===== src/rtl/modn_pkg.sv =====
// Shared definitions for mod-N counter logic: state encodings and
// modular increment/decrement helpers.
package modn_pkg;

  localparam logic [1:0] ST_INIT  = 2'd0;
  localparam logic [1:0] ST_UP    = 2'd1;
  localparam logic [1:0] ST_DOWN  = 2'd2;
  localparam logic [1:0] ST_STALL = 2'd3;

  function automatic int unsigned modn_inc(input int unsigned v, input int unsigned n);
    return (v == n - 1) ? 0 : v + 1;
  endfunction

  function automatic int unsigned modn_dec(input int unsigned v, input int unsigned n);
    return (v == 0) ? n - 1 : v - 1;
  endfunction

endpackage


===== src/rtl/modn_step_classify.sv =====
// Combinational classifier of a count transition p -> s on a mod-N bus.
module modn_step_classify
  import modn_pkg::*;
#(
  parameter int unsigned N = 16,
  parameter int unsigned W = $clog2(N)
) (
  input  logic [W-1:0] p,
  input  logic [W-1:0] s,
  output logic         up,
  output logic         down,
  output logic         hold,
  output logic         illegal,
  output logic         wrap_up,
  output logic         wrap_dn,
  output logic         in_range
);

  logic [31:0] p_i;
  logic [31:0] s_i;

  assign p_i = 32'(p);
  assign s_i = 32'(s);

  always_comb begin
    in_range = (s_i < N);
    up       = in_range && (s_i == modn_inc(p_i, N));
    down     = in_range && (s_i == modn_dec(p_i, N));
    hold     = in_range && (s_i == p_i);
    illegal  = !(up || down || hold);
    wrap_up  = up && (p_i == N - 1) && (s_i == 0);
    wrap_dn  = down && (p_i == 0) && (s_i == N - 1);
  end

endmodule


===== src/rtl/modn_count_decoder.sv =====
// Monitor for a mod-N up/down counter bus: recovers direction, wraps,
// reversals and stalls, and flags illegal transitions.
module modn_count_decoder
  import modn_pkg::*;
#(
  parameter int unsigned N          = 16,
  parameter int unsigned W          = $clog2(N),
  parameter int unsigned HOLD_LIMIT = 8,
  parameter int unsigned SC_W       = 16
) (
  input  logic            clk,
  input  logic            rst,
  input  logic            valid_in,
  input  logic [W-1:0]    count_in,
  input  logic            clr_err,
  output logic [1:0]      state,
  output logic            dir_out,
  output logic            dir_valid,
  output logic            wrap_up,
  output logic            wrap_dn,
  output logic            rev_pulse,
  output logic            err_pulse,
  output logic            err_sticky,
  output logic [SC_W-1:0] step_cnt
);

  localparam int unsigned HW = $clog2(HOLD_LIMIT + 1);

  logic [1:0]      state_q, state_d;
  logic [W-1:0]    prev_q, prev_d;
  logic [HW-1:0]   hold_q, hold_d;
  logic            dir_q, dir_d;
  logic            dv_q, dv_d;
  logic            wrap_up_q, wrap_up_d;
  logic            wrap_dn_q, wrap_dn_d;
  logic            rev_q, rev_d;
  logic            err_q, err_d;
  logic            sticky_q, sticky_d;
  logic [SC_W-1:0] step_q, step_d;

  logic c_up, c_down, c_hold, c_illegal, c_wrap_up, c_wrap_dn, c_in_range;

  modn_step_classify #(
    .N (N),
    .W (W)
  ) u_classify (
    .p        (prev_q),
    .s        (count_in),
    .up       (c_up),
    .down     (c_down),
    .hold     (c_hold),
    .illegal  (c_illegal),
    .wrap_up  (c_wrap_up),
    .wrap_dn  (c_wrap_dn),
    .in_range (c_in_range)
  );

  always_comb begin
    state_d   = state_q;
    prev_d    = prev_q;
    hold_d    = hold_q;
    dir_d     = dir_q;
    dv_d      = dv_q;
    step_d    = step_q;
    wrap_up_d = 1'b0;
    wrap_dn_d = 1'b0;
    rev_d     = 1'b0;
    err_d     = 1'b0;
    // Set wins over clear: a new error below overrides this.
    sticky_d  = sticky_q & ~clr_err;

    if (valid_in) begin
      if (state_q == ST_INIT) begin
        if (c_in_range) begin
          prev_d  = count_in;
          state_d = ST_STALL;
          hold_d  = '0;
          dv_d    = 1'b0;
        end else begin
          err_d    = 1'b1;
          sticky_d = 1'b1;
        end
      end else if (c_illegal) begin
        err_d    = 1'b1;
        sticky_d = 1'b1;
        state_d  = ST_INIT;
        hold_d   = '0;
        dv_d     = 1'b0;
      end else if (c_up || c_down) begin
        prev_d    = count_in;
        hold_d    = '0;
        dir_d     = c_up;
        dv_d      = 1'b1;
        state_d   = c_up ? ST_UP : ST_DOWN;
        wrap_up_d = c_wrap_up;
        wrap_dn_d = c_wrap_dn;
        // Reversal only between two directional states, never out of STALL.
        rev_d     = ((state_q == ST_UP) && c_down) || ((state_q == ST_DOWN) && c_up);
        if (step_q != '1) step_d = step_q + 1'b1;
      end else if (c_hold) begin
        if (hold_q != HW'(HOLD_LIMIT)) hold_d = hold_q + 1'b1;
        if (hold_d == HW'(HOLD_LIMIT)) begin
          state_d = ST_STALL;
          dv_d    = 1'b0;
        end
      end
    end
  end

  always_ff @(posedge clk) begin
    if (rst) begin
      state_q   <= ST_INIT;
      prev_q    <= '0;
      hold_q    <= '0;
      dir_q     <= 1'b0;
      dv_q      <= 1'b0;
      wrap_up_q <= 1'b0;
      wrap_dn_q <= 1'b0;
      rev_q     <= 1'b0;
      err_q     <= 1'b0;
      sticky_q  <= 1'b0;
      step_q    <= '0;
    end else begin
      state_q   <= state_d;
      prev_q    <= prev_d;
      hold_q    <= hold_d;
      dir_q     <= dir_d;
      dv_q      <= dv_d;
      wrap_up_q <= wrap_up_d;
      wrap_dn_q <= wrap_dn_d;
      rev_q     <= rev_d;
      err_q     <= err_d;
      sticky_q  <= sticky_d;
      step_q    <= step_d;
    end
  end

  assign state      = state_q;
  assign dir_out    = dir_q;
  assign dir_valid  = dv_q;
  assign wrap_up    = wrap_up_q;
  assign wrap_dn    = wrap_dn_q;
  assign rev_pulse  = rev_q;
  assign err_pulse  = err_q;
  assign err_sticky = sticky_q;
  assign step_cnt   = step_q;

endmodule


===== config.mk =====
export PLATFORM = sky130hd
export DESIGN_NAME = modn_count_decoder
export DESIGN_NICKNAME = d
export VERILOG_FILES = /design/src/rtl/modn_pkg.sv /design/src/rtl/modn_step_classify.sv /design/src/rtl/modn_count_decoder.sv
export SDC_FILE = /design/constraint.sdc
export NUM_CORES = 1
export LEC_CHECK = 0
export ABC_AREA = 1
export CAP_MARGIN = 20
export CORE_ASPECT_RATIO = 2
export CORE_UTILIZATION = 49
export DETAILED_ROUTE_END_ITERATION = 16
export PLACE_DENSITY = 0.84
export RECOVER_POWER = 100
export SYNTH_ARGS = -nofsm -noshare
export SYNTH_HDL_FRONTEND = slang
export SYNTH_SLANG_ARGS = --single-unit

===== constraint.sdc =====
create_clock -name clk -period 2.05 [get_ports clk]
set_clock_uncertainty 0.05 [all_clocks]
set_input_delay 0.41 -clock clk [delete_from_list [all_inputs] [get_ports clk]]
set_output_delay 0.41 -clock clk [all_outputs]
set_load 0.02 [all_outputs]

# Word level (Yosys, flattened, before mapping)
# Cells that the tools add are included.
# word_totals
reg_bits	33
in_bits	8
word_cells	96
# classes
addsub	4
magnitude_cmp	1
n_eq_ne	13
n_mux	37
n_bitwise	6
n_reduce_logical	24
# op_table
operator	count
$eq 4x32->1	2
$logic_not 32->1	2
$mux 32	2
$mux 4	15
$add 16x1->16 const B	1
$ne 16x16->1 const B	1
$mux 2	7
$mux 1	13
$eq 4x4->1 const B	3
$ne 4x4->1 const B	3
$reduce_and 4->1	3
$logic_and 1x1->1	9
$add 4x1->5 const B	1
$lt 4x5->1 const B	1
$not 1->1	5
$reduce_and 5->1	1
$reduce_or 5->1	1
$sub 4x1->5 const B	1
$add 4x1->4 const B	1
$eq 4x4->1	1
$reduce_bool 2->1	2
$logic_or 1x1->1	3
$reduce_and 3->1	1
$eq 2x1->1 const B	1
5 further kinds	5

# Logic depth before layout (Yosys ltp)
# Gate-level depths: netlist (run 1).
# depth
ltp_word	15
mapped_depth	14
ltp_nobuf	13

# By module
# Synthesis (run 1) repeated with hierarchy kept, for this count alone.
# unflattened
cells_unflattened	328
area_unflattened_um2	2147.1
# modules_own_cells
module	instances	cells_each	area_each_um2	seq_area_each_um2
modn_count_decoder	1	255	1774.2	660.6
modn_step_classify	1	73	372.9	0.0

# Least setup slack after synthesis (run 1)
# Ideal clock, no wire load.
# synth_path
path_kind	register to register
startpoint	reg prev_q[0]
endpoint	reg step_q[4], in the netlist step_cnt[4]
setup_time_ns	0.139
arrival_time_ns	1.803
required_ns	1.861
path_slack_ns	0.058
path_stages_with_launch	14
n_path_buf	2
cell_sequence	dfxtp_1 buf_6 inv_1 ha_1 nand2_1 nand2_1 nand3b_1 nor2_2 nand2_2 nand2_4 nand3_4 buf_8 nand2_1 a21oi_2
# synth_via
elab_chain_len	7
elab_cells_between_ends	15
cone_classes	add/sub: 2; eq/ne: 4; mux: 2; reduce/logical: 7
# synth_rtl
element	line	source
start: declaration	modn_count_decoder.sv:30	logic [W-1:0] prev_q, prev_d;
start signal: assignment	modn_count_decoder.sv:125	prev_q <= prev_d;
$add 4x1->5 (tied with other cells)	modn_pkg.sv:11	return (v == n - 1) ? 0 : v + 1;
$mux 32, on equally long branches	modn_pkg.sv:11, modn_pkg.sv:15	
$eq 4x32->1, on equally long branches	modn_step_classify.sv:27, modn_step_classify.sv:28	
$logic_and 1x1->1, on equally long branches	modn_step_classify.sv:27, modn_step_classify.sv:28	
$logic_or 1x1->1	modn_step_classify.sv:30, modn_count_decoder.sv:89	
$logic_or 1x1->1	modn_step_classify.sv:30	illegal = !(up || down || hold);
$reduce_and 5->1 (no line) (*)	-	
end signal: assignment	modn_count_decoder.sv:134	step_q <= step_d;
end: declaration	modn_count_decoder.sv:39	logic [SC_W-1:0] step_q, step_d;
# Mark *: on every way between the ends. The rest lies on a longest branch, timed or not.
# A chain may end at the register's enable or synchronous reset.

# Worst setup path after layout (run 1)
# layout_path
startpoint	reg prev_q[0]
endpoint	reg step_q[0], in the netlist step_cnt[0]
# Same word-level chain as after synthesis.

==> flow_metrics.tcl, run 1 <==
set metrics [dict create \
    route.final.wire_length_um 6090 \
    cts-hold-fix-buffers 0 \
    overall_track_demand_over_capacity_in_global_routing_pct 26.4 \
    path_cells "inv_4 -> ha_4 -> inv_2 -> nand2_1 -> nand2_1 -> nand3b_1 -> nor2_2 -> nand2_2 -> nand2_4 -> nand3_4 -> buf_6 -> nand2_1 -> inv_1 -> nor2_1" \
    grt_pass1_vias 2343 \
    worst_ep_arrival_time_ns 2.12 \
    area.growth.synth_to_final_pct 32.6 \
    tritoncts_buffers 5 \
    via_per_inst 5.47 \
    multi_input_logic_area_um2 1320 \
    floorplan.initialDensity_pct 50.8 \
    postSynthAreaPerCell_um2 6.78 \
    stdcell_count 442 \
    final_core_util_pct 67.4 \
    net-switching-power_mw 0.537 \
    share_clk_of_total_power_pct 29.0 \
    clock_tree.htree_level_count 2 \
    drc 0 \
    yosysTopAreaCell "sky130_fd_sc_hd__dfxtp_1" \
    relSlewSlack_pct 73.1 \
    final-max-slew-violation-count 0 \
    synth-warning-count 0 \
    layout-drive-gt1-share_pct 21.4 \
    place.port_buffers 32 \
    floorplan.die_area_um2 4740 \
    synth.top_cells.by_area "sky130_fd_sc_hd__dfxtp_1, sky130_fd_sc_hd__nand2_1, sky130_fd_sc_hd__nand4_1" \
    root_buffer "sky130_fd_sc_hd__clkbuf_8" \
    synth.top_cells.by_count "sky130_fd_sc_hd__nand2_1, sky130_fd_sc_hd__inv_1, sky130_fd_sc_hd__dfxtp_1" \
    finalCritPeriodShare_pct 94.7 \
    netSwitchingFraction_pct 32.7 \
    syn_inst 322 \
    layout.nets 400 \
    tightestPinTransition_ns 0.400 \
    max_freq_mhz 515 \
    worst_skew_pair.late_latency_ns 0.29 \
    layout_min_cycle_time_ns 1.94 \
    worst_ep_required_time_ns 2.22 \
    maximum_count_of_clock_buffers_along_a_single_path 2 \
    route.antenna.remaining_nets 0 \
    fillers 372 \
    seq_power_share_pct 42.5 \
    yosys_most_used_dff "sky130_fd_sc_hd__dfxtp_1" \
    synth.most_common_cell "sky130_fd_sc_hd__nand2_1" \
    crit_path_max_fanout 5 \
    syn-num-nets 335 \
    antenna_found_initial 0 \
    detailed_router_iteration_count_before_antenna_repair 4 \
    synth_area_um2 2180 \
    criticalPathCategory "register to register" \
    timing.critical_path.slowest_cell_delay_ns 0.37 \
    p_leak_nw 1.22 \
    hold_slack_ns 0.413 \
    power_per_cell_area_nw_per_um2 567 \
    outcome "completed" \
    comb_power_share_pct 28.5 \
    worst_path_dominant_cell_family "simple AND/OR/NAND/NOR gates" \
    synthDominantCellAreaShare_pct 30.3 \
    timing_hold_violations_final 0 \
    endpoint_kind "register" \
    holdCritPathClass "register to register" \
    rsz_0062_raised_after_global_routing "yes" \
    vias 2419 \
    dp_hpwl_um 4630 \
    finalSetupViolCount 0 \
    worst-path-buf-inv 4 \
    clkSlewWorstSetupHoldPaths_ns 0.07 \
    die_height_um 96.4 \
    grt_pass1_wl_um 9570 \
    core_area_um2 4300 \
    synth_cell_types 29 \
    final_weighted_congestion_in_routability_driven_placement 0.882 \
    seq_area_frac_synth_pct 30.3 \
    final-seq-area_um2 668 \
    power.ir.vdd_worst_v 0.000542 \
    grt_start_max_net_pins 19 \
    wire_per_inst_um 13.8 \
    critical-path-slowest-cell "sky130_fd_sc_hd__dfxtp_4" \
    num_io_pins 33 \
    synth.ff_latch_count 33 \
    max_cap_viol_count 0 \
    postSynth.asyncResetShare_pct 0 \
    clock_sink_count 33 \
    cpMostUsedCell "sky130_fd_sc_hd__nand2_1" \
    drtIter0Drc 52 \
    grt_overflow_total 0 \
    place.detailed.instances 429 \
    cellInternalPower_mw 1.10 \
    die_width_um 49.2 \
    critical_path.startpoint_type "register" \
    fp_rows 34 \
    synth_edf_count 0 \
    worst-r2r-setup-slack_ns 0.11 \
    tritoncts "done" \
    num_antenna_cells 0 \
]
cell usage in the layout (no fill, tap or decap), drive strengths merged:
cell / Yosys / final
clkbuf: 5 / 6
nor4: 1 / 1
nand4: 25 / 25
clkinv: 0 / 2
o21ai: 2 / 2
nand3: 34 / 34
xnor2: 3 / 3
o22ai: 2 / 2
nor3: 7 / 7
inv: 38 / 38
nand2: 93 / 93
a21oi: 21 / 21
dlygate4sd3: 0 / 11
dfxtp: 33 / 33
buf: 5 / 36
a31oi: 1 / 1
clkdlybuf4s50: 0 / 20
dlymetal6s2s: 0 / 1
ha: 5 / 5
nor2: 35 / 35
nand3b: 2 / 2
xor2: 10 / 10
sequential cells by signal (all words and copies together) (netlist names):
register / cells
hold_q: 4
wrap_dn: 1
dir_out: 1
rev_pulse: 1
err_pulse: 1
wrap_up: 1
dir_valid: 1
err_sticky: 1
state: 2
prev_q: 4
step_cnt: 16
logic make-up after synthesis:
family	Yosys count	synth area share, %
and+or+nand+nor	197	44.0
xor gates and xnor gates	13	5.21
AOI/OAI and AO/OA	26	7.68
DFF	33	30.3
adders and majority gates	5	2.87
buffers and inverters	48	9.97
repair_timing:
item | 4_1_cts | 5_1_grt
gates cloned | 0 | 0
resized for setup | 1 | 13
buffers inserted | 0 | 5
setup endpoints to repair | 5 | 25
pin swaps | 0 | 7
cell type report:
type	count	area share, %
sequential	33	23.1
timing repair buffer	68	21.2
clock inverter	2	0.346
multi-input combinational	241	45.5
inverter	38	5.02
tap	54	2.33
clock buffer	6	2.51
power groups by stage:
stage / Clock (mW) / Sequential (mW) / Combinational (mW)
finish: 0.475 / 0.697 / 0.468
global route: 0.504 / 0.700 / 0.513
CTS: 0.483 / 0.697 / 0.430
global placement: 0 / 0.710 / 0.418
floorplan: 0 / 0.713 / 0.269
detailed placement: 0 / 0.710 / 0.428
final timing paths:
| kind | start | to | cells after the start |
|---|---|---|---|
| worst min register to register | dir_valid | dir_valid | 2 |
| worst min-delay path | dir_valid | dir_valid | 2 |
| worst max register to register | prev_q[0] | step_cnt[0] | 14 |
| worst max-delay path | prev_q[0] | step_cnt[0] | 14 |
per-layer routing:
layer | vias up | GRT usage, % | part of all wire [%]
met4 | 0 | 23.3 | 5.9
met1 | 1119 | 21.1 | 34
met3 | 33 | 3.44 | 3.1
met5 | - | 0 | 0
li1 | 1191 | - | -
met2 | 76 | 53.5 | 57
tightest hold or removal path: stages, from the launching register on:
cell	delay [ns]
sky130_fd_sc_hd__dfxtp_1	0.31
sky130_fd_sc_hd__nand3_1	0.07
sky130_fd_sc_hd__nand2_1	0.04
through the flow:
| step | TNS [ns] | worst slack, ns | power [mW] | instance area, um2 |
|---|---|---|---|---|
| after floorplan | 0 | 0.0585 | 0.981 | 2180 |
| after global placement | -1.81 | -0.106 | 1.13 | 2740 |
| after detailed placement | -4.13 | -0.197 | 1.14 | 2740 |
| after CTS | 0 | 0.0111 | 1.61 | 2830 |
| after global routing | -0.0827 | -0.0199 | 1.72 | 2890 |
| final | 0 | 0.109 | 1.64 | 2890 |
Note: power is estimated with default switching activity, not from simulation.
==> inputs of run 2 (changes only) <==
--- a/config.mk
+++ b/config.mk
@@ -6,6 +6,7 @@
 export NUM_CORES = 1
 export LEC_CHECK = 0
 export ABC_AREA = 1
+export ABC_CLOCK_PERIOD_IN_PS = 2050
 export CAP_MARGIN = 20
 export CORE_ASPECT_RATIO = 2
 export CORE_UTILIZATION = 49
==> results of run 2 <==
Same layout as run 1: the final DEF is identical, and so are final timing and power.
==> inputs of run 3 (changes only) <==
--- a/config.mk
+++ b/config.mk
@@ -9,6 +9,7 @@
 export ABC_CLOCK_PERIOD_IN_PS = 2050
 export CAP_MARGIN = 20
 export CORE_ASPECT_RATIO = 2
+export CORE_MARGIN = 1
 export CORE_UTILIZATION = 49
 export DETAILED_ROUTE_END_ITERATION = 16
 export PLACE_DENSITY = 0.84
==> results of run 3 <==
Same layout as run 1: the final DEF is identical, and so are final timing and power.
==> RTL edit 1: new RTL, flow settings as in run 2 <==
Make the reset (`rst`) asynchronous in one clocked block.
--- a/src/rtl/modn_count_decoder.sv
+++ b/src/rtl/modn_count_decoder.sv
@@ -107,7 +107,7 @@
     end
   end
 
-  always_ff @(posedge clk) begin
+  always_ff @(posedge clk or posedge rst) begin
     if (rst) begin
       state_q   <= ST_INIT;
       prev_q    <= '0;
Function: differs if rst is asserted again (counterexample within 4 cycles, from zero or initial values and one cycle with rst high); with rst held inactive, the same outputs for 4 cycles.
==> RTL edit 1 against run 2 <==
  * Die area fell by 5.1%
  * Core utilization increased by 2.2 points
  * Wire length fell by 8.3%
  * Area after synthesis down 5.2%
  * Final area shrank 1.7%
  * Worst setup slack worse by 70 ps
  * Sequential share of layout area is 5.9 points higher
  * Sequential cell count did not move
  * Critical endpoint is now step_cnt[0]
  * Largest cell class unchanged
Power is not compared: it rests on default switching activity, and its combinational part moved more than twofold at a synthesized area within 25%.
==> RTL edit 1: results (changes against run 2) <==
outcome:
  result_of_the_run: "complete, no violations"
finish:
  signal_buffers: 65  # -4.4%
  flops_and_latches: 33  # unchanged
  area.growth.synth_to_final_pct: 37.4
  seq_area_um2: 826  # +24%
  layout.buffer.nonclock.area_share_pct: 20.2  # -0.95 points
  layout.nets: 351  # -12%
  number_of_fillers_in_the_final_layout: 339  # -8.9%
  clockNetworkAreaShare_pct: 2.90  # +0.050 points
  fraction_of_area_in_multi_input_gates_pct: 40.8  # -4.7 points
  multi_input_cells: 199  # -17%
  n_all_inverters: 34  # -11%
global_route:
  grt_pass1_wl_um: 8910  # -6.9%
  gr-usage-all-layers_pct: 28.4  # +1.9 points
  grt_max_degree: 34  # +15
  grt_pass1_vias: 2012  # -14%
detailed_routing:
  drt_iter0_markers: 59  # +13%
  viasPerCell: 5.32  # -2.7%
  drt_first_pass_iters: 4  # unchanged
  via_count: 2082  # -14%
logic_synthesis:
  async_set_or_reset_register_ratio_after_synthesis_pct: 100  # +100 points
  post_synth.cell_area_avg_um2: 7.61  # +12%
  leading_register_cell_type_out_of_synthesis: "sky130_fd_sc_hd__dfrtp_1"
  synth-seq-area-share_pct: 39.9  # +9.6 points
  netlist_top_cells_area: "sky130_fd_sc_hd__dfrtp_1, sky130_fd_sc_hd__nand2_1, sky130_fd_sc_hd__nand3_1"
  synth_cell_types: 30  # +3.4%
place:
  place_area_mm2: 0.00263  # -4.2%
  detailed_place_hpwl_um: 4300  # -7.0%
  dp_cells: 378  # -12%
  finalWeightedCongestion: 0.883  # about the same
clocking:
  postCtsResizedCells: 5  # +4
  post_cts.repair.setup_buffers: 2  # +2
critical_path:
  timing.critical_path.slowest_stage_cell: "sky130_fd_sc_hd__dfrtp_1"
sta:
  max_slew_margin_pct: 44.8  # -28 points
[RTL edit 1: cell types whose count changed in the layout (fill, tap and decap cells not counted), moves of 5 or more]
| cell | before | now |
|---|---|---|
| sky130_fd_sc_hd__o21ai_1 | 0 | 5 |
| sky130_fd_sc_hd__dfxtp_1 | 31 | 0 |
| sky130_fd_sc_hd__nand2_1 | 83 | 77 |
| sky130_fd_sc_hd__nor2_1 | 28 | 10 |
| sky130_fd_sc_hd__a21oi_2 | 9 | 1 |
| sky130_fd_sc_hd__xnor2_1 | 3 | 10 |
| sky130_fd_sc_hd__nand4_1 | 25 | 9 |
| sky130_fd_sc_hd__dlygate4sd3_1 | 11 | 1 |
| sky130_fd_sc_hd__clkdlybuf4s50_1 | 20 | 30 |
| sky130_fd_sc_hd__a21oi_1 | 12 | 1 |
| sky130_fd_sc_hd__dfrtp_1 | 0 | 33 |
| sky130_fd_sc_hd__nand3_1 | 30 | 25 |
[RTL edit 1: final timing paths]
check	start	depth (start not counted)	slack, ps	to
setup / recovery	prev_q[0]	10	40	step_cnt[0]
hold / removal	dir_valid	2	420	dir_valid
min in group asynchronous	rst	3	760	step_cnt[3]
setup reg to reg	prev_q[0]	10	40	step_cnt[0]
max in group asynchronous	rst	3	670	prev_q[2]
hold reg to reg	dir_valid	2	420	dir_valid
[RTL edit 1: cells by family (layout without fill, tap and decap cells)]
family                     Yosys count  count (layout)  synth area share (%)
AOI/OAI and AO/OA                   20              20                  5.74
xor gates and xnor gates            19              19                  8.04
adders and majority gates            5               5                  3.02
buffers and inverters               40             107                  8.10
DFF                                 33              33                  39.9
and+or+nand+nor                    155             155                  35.2
[RTL edit 1: worst reg2reg max path, stage by stage (launching register included)]
cell	delay, ps
sky130_fd_sc_hd__dfrtp_1	420
sky130_fd_sc_hd__inv_2	80
sky130_fd_sc_hd__ha_4	300
sky130_fd_sc_hd__xor2_2	180
sky130_fd_sc_hd__nand3_2	120
sky130_fd_sc_hd__nor2_4	130
sky130_fd_sc_hd__nand2_4	80
sky130_fd_sc_hd__nand2_4	90
sky130_fd_sc_hd__nand3_4	140
sky130_fd_sc_hd__buf_6	190
sky130_fd_sc_hd__xor2_1	130
[RTL edit 1: layer usage]
| metal | routed length (um) | vias to the layer above | track usage, % |
|---|---|---|---|
| li1 | - | 1010 | - |
| met1 | 1760 | 979 | 24.9 |
| met2 | 3350 | 69 | 51.6 |
| met3 | 203 | 24 | 7.50 |
| met4 | 274 | 0 | 16.4 |
| met5 | 0 | - | 0 |
[RTL edit 1: through the flow]
stage                     setup WS, ps  util (%)  hold slack, ps
after floorplan                   12.8         -             459
after global placement            -195      64.3             409
after detailed placement          -259      64.3             407
after CTS                         23.6      67.4             424
after global routing             -54.9      69.6             462
final                             38.9      69.6             419
==> RTL edit 2: new RTL, config.mk and constraints of run 2 <==
Without the edit above. `SC_W`: 16 -> 24.
--- a/src/rtl/modn_count_decoder.sv
+++ b/src/rtl/modn_count_decoder.sv
@@ -6,7 +6,7 @@
   parameter int unsigned N          = 16,
   parameter int unsigned W          = $clog2(N),
   parameter int unsigned HOLD_LIMIT = 8,
-  parameter int unsigned SC_W       = 16
+  parameter int unsigned SC_W       = 24
 ) (
   input  logic            clk,
   input  logic            rst,
Interface: changed (resized step_cnt); port bits go from 33 to 41. No check against the original RTL was run, so the function may have changed too.
==> RTL edit 2 against run 2 <==
  * Critical path depth is 1 lower
  * Combinational power is 25% higher
  * Total power is 30% higher
  * Critical path type is now primary input to register
  * Critical endpoint is now step_cnt[4]
  * Sequential share of layout area is 1.5 points lower
  * Area after synthesis is 26% higher
  * Largest cell class unchanged
  * Worst setup slack worse by 59 ps
  * Sequential cell count is 8 higher
  * Wire length is 40% higher
  * Sequential power is 22% higher
  * Final area is 32% higher
  * Hold slack better by 14 ps
==> RTL edit 2: results (changes against run 2) <==
place:
  dp_cells: 521  # +21%
  detailed_place_hpwl_um: 6230  # +35%
  port_buffers: 40  # +25%
  pre_cts_ws_ps: -313  # -116 ps
  finalWeightedCongestion: 0.965  # +9.3%
detailed_routing:
  detailroute.wirelength.met2_um: 4640  # +34%
  via_count: 3078  # +27%
  drt_iter0_markers: 97  # +87%
  viasPerCell: 5.73  # +4.7%
  drt-met1-wl_um: 2920  # +40%
  postRouteWirelength_um: 8500  # +40%
  met3_length_um: 374  # +100%
finish:
  layout.nets: 489  # +22%
  drive_above_1_share_pct: 27.7  # +6.3 points
  largest_reg_flops: 24  # +8
critical_path:
  timing.critical_path.from_type: "primary input"
  critical-path-max-stage-delay_ps: 580  # +210 ps
  crit_fanout: 5  # unchanged
  critPathArrivalTime_ps: 2140  # +20 ps
  timing.critical_path.slowest_stage_cell: "sky130_fd_sc_hd__clkdlybuf4s50_1"
  crit_family: "buffers and inverters"
  timing.critical_path.from: "count_in[0]"
logic_synthesis:
  netlist_top_cells_area: "sky130_fd_sc_hd__dfxtp_1, sky130_fd_sc_hd__nand2_1, sky130_fd_sc_hd__a21oi_2"
  synth.net_count: 407  # +21%
  synth.yosys.warnings: 0  # unchanged
  synth-seq-area-share_pct: 29.7  # -0.53 points
  async_set_or_reset_register_ratio_after_synthesis_pct: 0  # unchanged
  leading_register_cell_type_out_of_synthesis: "sky130_fd_sc_hd__dfxtp_1"
  synth_cell_types: 32  # +10%
  post_synth.cell_area_avg_um2: 7.01  # +3.4%
  synthTopCellsByCount: "sky130_fd_sc_hd__nand2_1, sky130_fd_sc_hd__dfxtp_1, sky130_fd_sc_hd__nor2_1"
pwr:
  cellLeakagePower_uw: 0.00159  # +31%
  ir_worst_vdd_mv: 0.501  # -7.5%
  power_per_cell_area_mw_per_mm2: 558  # -1.5%
global_route:
  grt_pass1_wl_um: 13100  # +37%
  grt_max_degree: 18  # -1
  antenna_violations_before_repair: 0  # unchanged
  grt_pass1_vias: 2949  # +26%
  gr-usage-all-layers_pct: 30.7  # +4.2 points
clocking:
  clkTransAtPathRegs_ps: 80
  clock_latency_ps: 310  # +20 ps
  clock_tree.buffer_depth: 2  # unchanged
sta:
  max_slew_margin_pct: 73.6  # +0.43 points
outcome:
  result_of_the_run: "complete, no violations"
## RTL edit 2: logic make-up (layout without fill, tap and decap cells)
kind of cell    count (synthesis)  in the layout  share of synthesized area, %
xor+xnor                       25             25                          7.93
simple gates                  229            229                          40.8
flops                          41             41                          29.7
fa+ha+maj                       5              5                          2.27
buf+inv                        50            133                          8.43
compound gates                 44             44                          10.8
## RTL edit 2: final cells by class
cell class	count	area, um^2
multi-input cells	303	1810
clock inverters	2	37.5
inverters	37	144
repair buffers	88	851
fillers	425	1590
well taps	60	75.1
flip-flops and latches	41	827
clock buffers	6	82.6
## RTL edit 2: worst paths after layout
path / end / slack [ps] / depth (start not counted)
setup / recovery: step_cnt[4] / 50 / 13
hold / removal: dir_valid / 430 / 2
setup reg to reg: step_cnt[4] / 60 / 12
hold reg to reg: dir_valid / 430 / 2
## RTL edit 2: per-stage QoR
stage	hold WS, ps	instance area [um^2]
after global placement	413	3500
after global routing	463	3830
final	427	3830
after detailed placement	424	3500
after floorplan	419	2760
after CTS	435	3650
## RTL edit 2: repair_timing
action	CTS	global route
resized for setup	6	25
setup buffers	1	5
pin swaps	1	11
cloned	0	2
setup endpoints to repair	24	34
## RTL edit 2: metal layers
| metal | up-vias | track usage, % |
|---|---|---|
| met1 | 1428 | 27.9 |
| met5 | - | 0 |
| met2 | 140 | 54.0 |
| li1 | 1459 | - |
| met3 | 51 | 7.03 |
| met4 | 0 | 23.2 |
## RTL edit 2: report_power, final
group          switching (uW)  internal [uW]
clock network             310            396
logic                     324            261
registers                26.9            820
total                     661           1480
## RTL edit 2: worst register-to-register path, cell delays in order, from the launching register on
cell and delay [ps]:
sky130_fd_sc_hd__dfxtp_2 350, sky130_fd_sc_hd__inv_2 50, sky130_fd_sc_hd__ha_4 250, sky130_fd_sc_hd__xnor2_4 140, sky130_fd_sc_hd__nor2_1 170, sky130_fd_sc_hd__nand2_2 100, sky130_fd_sc_hd__nor2_4 160, sky130_fd_sc_hd__nor2_4 70
sky130_fd_sc_hd__clkinv_4 70, sky130_fd_sc_hd__nand3_4 150, sky130_fd_sc_hd__clkbuf_16 220, sky130_fd_sc_hd__nand2_2 60, sky130_fd_sc_hd__a21oi_2 40
